===== config.mk =====
export PLATFORM = sky130hd
export DESIGN_NAME = ucode_sequencer
export DESIGN_NICKNAME = d
export VERILOG_FILES = /design/src/rtl/ucode_sequencer.sv
export SDC_FILE = /design/constraint.sdc
export NUM_CORES = 2
export LEC_CHECK = 0
export CORE_MARGIN = 2
export CORE_UTILIZATION = 55
export DETAILED_ROUTE_END_ITERATION = 7
export GPL_TIMING_DRIVEN = 0
export PLACE_DENSITY = 0.68
export SLEW_MARGIN = 20
export SYNTH_ARGS = -nofsm -noshare
export SYNTH_HDL_FRONTEND = slang
export SYNTH_SLANG_ARGS = --single-unit
export TNS_END_PERCENT = 10

===== constraint.sdc =====
create_clock -name clk -period 4.3 [get_ports clk]
set_input_delay 0.86 -clock clk [delete_from_list [all_inputs] [get_ports clk]]
set_output_delay 0.86 -clock clk [all_outputs]
set_load 0.05 [all_outputs]

===== src/rtl/ucode_sequencer.sv =====
`default_nettype none
// ============================================================================
// Module      : ucode_sequencer
// Description : Table-driven micro-step sequencer; per-opcode programmable
//               base/length with a zero-conditional alternate path.
// Revision    : 1.0 - initial release
// ============================================================================
module ucode_sequencer #(
    parameter int unsigned OP_W     = 6,
    parameter int unsigned SIG_W    = 6,
    parameter int unsigned STEP_W   = 3,
    parameter int unsigned FETCH_OP = 1,
    parameter int unsigned HALT_OP  = 57,
    parameter int unsigned NOP_SIG  = 56
) (
    input  logic                            clk,
    input  logic                            rst_n,
    input  logic                            start,
    input  logic [OP_W-1:0]                 ir_out,
    input  logic                            z_in,
    input  logic                            cfg_we,
    input  logic [OP_W-1:0]                 cfg_addr,
    input  logic [2*SIG_W+2*STEP_W+1-1:0]   cfg_data,
    output logic [SIG_W-1:0]                sm_sig,
    output logic [OP_W-1:0]                 ir_next,
    output logic                            instr_done,
    output logic                            illegal,
    output logic                            halted
);

    localparam int unsigned c_CFG_W = 2*SIG_W + 2*STEP_W + 1;
    localparam int unsigned c_DEPTH = 1 << OP_W;

    localparam logic [OP_W-1:0]    c_FETCH_OP = OP_W'(FETCH_OP);
    localparam logic [OP_W-1:0]    c_HALT_OP  = OP_W'(HALT_OP);
    localparam logic [SIG_W-1:0]   c_NOP_SIG  = SIG_W'(NOP_SIG);
    localparam logic [STEP_W-1:0]  c_STEP_ONE = STEP_W'(1);
    localparam logic [c_CFG_W-1:0] c_FETCH_ENTRY =
        {1'b0, STEP_W'(0), SIG_W'(0), STEP_W'(3), SIG_W'(1)};

    typedef enum logic [0:0] {
        ST_RUN  = 1'b0,
        ST_HALT = 1'b1
    } state_t;

    state_t              state_q, state_d;
    logic [STEP_W-1:0]   step_q, step_d;
    logic [OP_W-1:0]     cur_op_q, cur_op_d;
    logic [SIG_W-1:0]    sel_base_q, sel_base_d;
    logic [STEP_W-1:0]   sel_len_q, sel_len_d;
    logic [SIG_W-1:0]    sm_sig_q, sm_sig_d;
    logic [OP_W-1:0]     ir_next_q, ir_next_d;
    logic                instr_done_q, instr_done_d;
    logic                illegal_q, illegal_d;
    logic                halted_q, halted_d;

    logic [c_CFG_W-1:0]  table_q [c_DEPTH];

    logic [c_CFG_W-1:0]  w_entry;
    logic [SIG_W-1:0]    w_sel_base;
    logic [STEP_W-1:0]   w_sel_len;
    logic                w_use_z;

    // Table resets to its boot contents so a reset always re-enters a sane fetch loop.
    always_ff @(posedge clk or negedge rst_n) begin
        if (!rst_n) begin
            for (int unsigned i = 0; i < c_DEPTH; i++) begin
                table_q[i] <= (i == FETCH_OP) ? c_FETCH_ENTRY : '0;
            end
        end else if (cfg_we) begin
            table_q[cfg_addr] <= cfg_data;
        end
    end

    assign w_entry    = table_q[ir_out];
    assign w_use_z    = w_entry[2*SIG_W+2*STEP_W] & z_in;
    assign w_sel_base = w_use_z ? w_entry[SIG_W+STEP_W +: SIG_W]
                                : w_entry[0 +: SIG_W];
    assign w_sel_len  = w_use_z ? w_entry[2*SIG_W+STEP_W +: STEP_W]
                                : w_entry[SIG_W +: STEP_W];

    always_ff @(posedge clk or negedge rst_n) begin
        if (!rst_n) begin
            state_q      <= ST_RUN;
            step_q       <= '0;
            cur_op_q     <= '0;
            sel_base_q   <= '0;
            sel_len_q    <= '0;
            sm_sig_q     <= c_NOP_SIG;
            ir_next_q    <= c_FETCH_OP;
            instr_done_q <= 1'b0;
            illegal_q    <= 1'b0;
            halted_q     <= 1'b0;
        end else begin
            state_q      <= state_d;
            step_q       <= step_d;
            cur_op_q     <= cur_op_d;
            sel_base_q   <= sel_base_d;
            sel_len_q    <= sel_len_d;
            sm_sig_q     <= sm_sig_d;
            ir_next_q    <= ir_next_d;
            instr_done_q <= instr_done_d;
            illegal_q    <= illegal_d;
            halted_q     <= halted_d;
        end
    end

    always_comb begin
        state_d      = state_q;
        step_d       = step_q;
        cur_op_d     = cur_op_q;
        sel_base_d   = sel_base_q;
        sel_len_d    = sel_len_q;
        sm_sig_d     = sm_sig_q;
        ir_next_d    = ir_next_q;
        instr_done_d = 1'b0;
        illegal_d    = 1'b0;
        halted_d     = halted_q;

        case (state_q)
            ST_RUN: begin
                if (start) begin
                    if (step_q == '0) begin
                        if (ir_out == c_HALT_OP) begin
                            sm_sig_d = c_NOP_SIG;
                            halted_d = 1'b1;
                            state_d  = ST_HALT;
                        end else if (w_sel_len == '0) begin
                            sm_sig_d  = c_NOP_SIG;
                            illegal_d = 1'b1;
                            ir_next_d = c_FETCH_OP;
                        end else begin
                            cur_op_d   = ir_out;
                            sel_base_d = w_sel_base;
                            sel_len_d  = w_sel_len;
                            sm_sig_d   = w_sel_base;
                            if (w_sel_len == c_STEP_ONE) begin
                                instr_done_d = 1'b1;
                                if (ir_out != c_FETCH_OP) begin
                                    ir_next_d = c_FETCH_OP;
                                end
                            end else begin
                                step_d = c_STEP_ONE;
                            end
                            // Fetch hands the IR back to memory on its first step.
                            if (ir_out == c_FETCH_OP) begin
                                ir_next_d = '0;
                            end
                        end
                    end else begin
                        sm_sig_d = sel_base_q + SIG_W'(step_q);
                        if (step_q == sel_len_q - c_STEP_ONE) begin
                            instr_done_d = 1'b1;
                            step_d       = '0;
                            if (cur_op_q != c_FETCH_OP) begin
                                ir_next_d = c_FETCH_OP;
                            end
                        end else begin
                            step_d = step_q + c_STEP_ONE;
                        end
                    end
                end
            end
            ST_HALT: begin
                sm_sig_d = c_NOP_SIG;
                halted_d = 1'b1;
            end
            default: begin
                state_d = ST_RUN;
            end
        endcase
    end

    assign sm_sig     = sm_sig_q;
    assign ir_next    = ir_next_q;
    assign instr_done = instr_done_q;
    assign illegal    = illegal_q;
    assign halted     = halted_q;

endmodule
`default_nettype wire


==> flow_summary.yaml <==
sta:
  layout_setup_ws_ps: -64.9
  layout_worst_path_cycle_share_pct: 102
  total_count_of_hold_check_failures_in_the_final_report: 0
  final-setup-viol-count: 5
  finalHoldWorstSlack_ps: 16.4
  clock_skew_ps: 29.0
  slew_headroom_pct: 19.8
  worstMarginPinSlew_ps: 1200
  clock.fmax_mhz: 229
  final.setup.tns_ps: -199
  slew_violations: 0
  fin_crit_ps: 4360
global_route:
  grt_overflow_total: 0
  via_count_of_the_first_global_routing_pass: 35900
  grt_pass1_wl_um: 253000
  antenna_found_initial: 6
  grt_start_max_net_pins: 163
  grt_use_total_pct: 33.7
worst_setup_path:
  logic_depth_of_the_worst_setup_path_including_buffers: 10
  crit_buf_inv: 5
  cpPeakStageDelay_ps: 670
  cpLargestDelayFamily: "buffers and inverters"
  arrival_ps: 4970
  path_cells: "buf_6 > buf_6 > buf_6 > buf_2 > buf_2 > mux4_2 > mux4_2 > mux4_2 > a2111oi_4 > nor2_1"
  critical_r2r_launch: "table_q[398]$_DFFE_PN0P_"
  rrSetupSlack_ps: 950
  path_class: "input pin to register"
  critPathSlowestCell: "buf_2"
  cp-start-kind: "input pin"
  timing.critical_path.fanout_max: 10
  required_ps: 4900
  worst_r2r_endpoint: "sm_sig[0]$_DFFE_PN0P_"
  endpoint_kind: "register"
  r2r_cells: 9
layout:
  design_area_sq_mm: 0.0638
  finalNonFillerCells: 5142
  final_nets: 3698
  fin_util_pct: 62.7
  layout-area-overhead-vs-synth_pct: 12.8
  drive_above_1_share_pct: 53.0
yosys:
  ys.flop_type: "dfrtp_1"
  post_synth_inst_count: 3472
  yosysSeqAreaShare_pct: 55.1
  yosys_warnings: 0
  synthesis.area_per_instance_sq_um: 16.3
  synth_edf_count: 0
  postSynthRegisterBits: 1245
  synth_area_sq_mm: 0.0566
  synth.distinct_cells: 57
  asyncSetResetFlopFracSynth_pct: 100
routing:
  detailroute.via_count: 33700
  drt_first_iter_violations: 3347
  remaining_drc_errors: 0
  drt-wirelength-per-cell_um: 33.9
  route.antenna.remaining_nets: 0
  route.final.wire_length_um: 174000
  post_drt_via_cell_ratio: 6.56
  drt_first_pass_iters: 6
placed_design:
  placement.io_buffers: 18
  place_ws_ps: -1400
  globalplace.congestion: 0.911
  placedInstanceArea_sq_mm: 0.0590
  dp.final_hpwl_um: 122000
  placed_cells: 4882
clock_tree:
  cts_made_buffers: 136
  clock_tree.root_cell: "clkbuf_16"
  insertion_delay_to_the_later_sink_of_the_worst_skew_pair_ps: 750
  htree_levels: 4
  ctsLongestPathBuffers: 3
  clock_sink_count: 1245
  clkSlewWorstSetupHoldPaths_ps: 60
  clock_tree_from_tritoncts: "yes"
power:
  sw_share_pct: 25.9
  power.combinational.fraction_pct: 15.5
  part_of_the_power_in_the_clock_network_pct: 38.3
  power.sequential.fraction_pct: 46.2
  p_leak_nw: 28.9
  post-layout-total-power_mw: 30.8
  ir_worst_vdd_uv: 347
  power_density_mw_per_mm2: 483
  internal_power_component_mw: 22.8
  p_sw_mw: 7.99
floorplan:
  ioPinCount: 51
  die_area_sq_mm: 0.105
  dieWidth_um: 325
  rows: 117
  core_area_sq_mm: 0.102
  start_util_pct: 55.5
  die_height_um: 325
run_status:
  violations_in_the_final_reports: "setup timing"
  run_status: "complete, but fails checks"
job:
  drv.max_cap_violation_count: 0
min_path:
  holdCritPathClass: "input pin to asynchronous set/reset pin"
cells in the mapped netlist (all sizes together), types with 3 or more instances:
master,number,area (sq um)
a22oi,48,360
mux2,1227,13800
a211oi,5,37.5
ha,6,75.1
nor3b,3,22.5
o21ai,8,40.0
a31oi,5,37.5
o211ai,4,30.0
nand3b,3,22.5
nand2,37,139
and2,5,31.3
mux2i,15,163
mux4,363,8180
dfrtp,1238,31000
a221o,3,30.0
nand2b,3,18.8
nor2b,11,68.8
a21oi,30,150
inv,8,30.0
nor2,70,265
nor3,8,40.0
dfstp,7,184
nor4,5,56.3
nand3,9,45.0
xnor2,6,52.6
buf,101,654
clkbuf,219,822
worst reg2reg max path: cells and delay by family, from the launching register on:
kind,cells,cell delay (ps)
AOI/OAI and AO/OA,2,700
DFF,1,390
and+or+nand+nor,1,110
buffers and inverters,1,420
muxes,5,1600
what timing repair did:
action / 4_1_cts / 5_1_grt
endpoints found under the hold margin: 0 / 0
endpoints found under the setup margin: 26 / 21
hold buffers: 0 / 0
setup buffers: 0 / 3
resized for setup: 40 / 28
state kept, by name, indices dropped and copies added, names as in the netlist:
register and count:
step_q 3, sel_len_q 3, ir_next 1, state_q 1, sm_sig 6, instr_done 1
illegal 1, halted 1, cur_op_q 6, table_q 1216, sel_base_q 6
cell usage in the layout, fill, tap and decap left out, drive strengths merged, types with 9 or more instances in the layout:
| cell | synthesis | layout |
|---|---|---|
| nand3 | 9 | 9 |
| nor2b | 11 | 11 |
| mux2 | 1227 | 1227 |
| clkdlybuf4s50 | 0 | 17 |
| clkbuf | 219 | 428 |
| inv | 8 | 14 |
| dfrtp | 1238 | 1238 |
| mux2i | 15 | 15 |
| nand2 | 37 | 37 |
| clkinv | 0 | 28 |
| mux4 | 363 | 363 |
| a22oi | 48 | 48 |
| nor2 | 70 | 70 |
| buf | 101 | 122 |
| a21oi | 30 | 30 |
worst max-delay path by stage:
| stage | from | endpoint |
|---|---|---|
| 3_5_place_dp | ir_out[3] | cur_op_q[4]$_DFFE_PN0P_ |
| 2_1_floorplan | ir_out[1] | sm_sig[2]$_DFFE_PN0P_ |
| 4_1_cts | ir_out[0] | sm_sig[1]$_DFFE_PN0P_ |
| 3_3_place_gp | rst_n | table_q[108]$_DFFE_PN0P_ |
| 5_1_grt | ir_out[0] | sel_base_q[3]$_DFFE_PN0P_ |
| 6_report | ir_out[1] | sel_base_q[3]$_DFFE_PN0P_ |
cells by family (layout without fill, tap and decap cells):
| logic type | Yosys count | count (layout) | share of synthesized area [%] |
|---|---|---|---|
| buffers and inverters | 328 | 618 | 2.66 |
| adders and majority gates | 7 | 7 | 0.168 |
| xor gates and xnor gates | 8 | 8 | 0.124 |
| muxes | 1605 | 1605 | 39.2 |
| AOI/OAI and AO/OA | 114 | 114 | 1.42 |
| DFF | 1245 | 1245 | 55.1 |
| and+or+nand+nor | 164 | 164 | 1.38 |
| other | 1 | 13 | 0.00663 |
layer usage:
layer  vias up  GRT usage [%]  share of wire (%)
li1      13300              -                  -
met1     18600           47.3                 42
met2      1487           49.5                 45
met3       339           9.91                9.3
met4         8           13.6                4.0
met5         -          0.453              0.056
power groups by stage:
stage / clock (mW) / combinational [mW] / sequential, mW
floorplan: 0 / 3.14 / 14.2
global placement: 0 / 4.39 / 14.4
detailed placement: 0 / 4.65 / 14.4
CTS: 11.9 / 4.70 / 14.2
global route: 12.4 / 5.04 / 14.4
finish: 11.8 / 4.76 / 14.2
final cells by class:
cell class,count,area [sq um]
diodes,8,20.0
plain buffers,320,1660
clock buffers,206,4120
clock inverters,43,418
fillers,7441,38100
inverters,8,30.0
multi-input cells,1903,24100
flip-flops and latches,1245,31200
well taps,1368,1710
repair buffers,41,603
(Power assumes the default switching activity.)
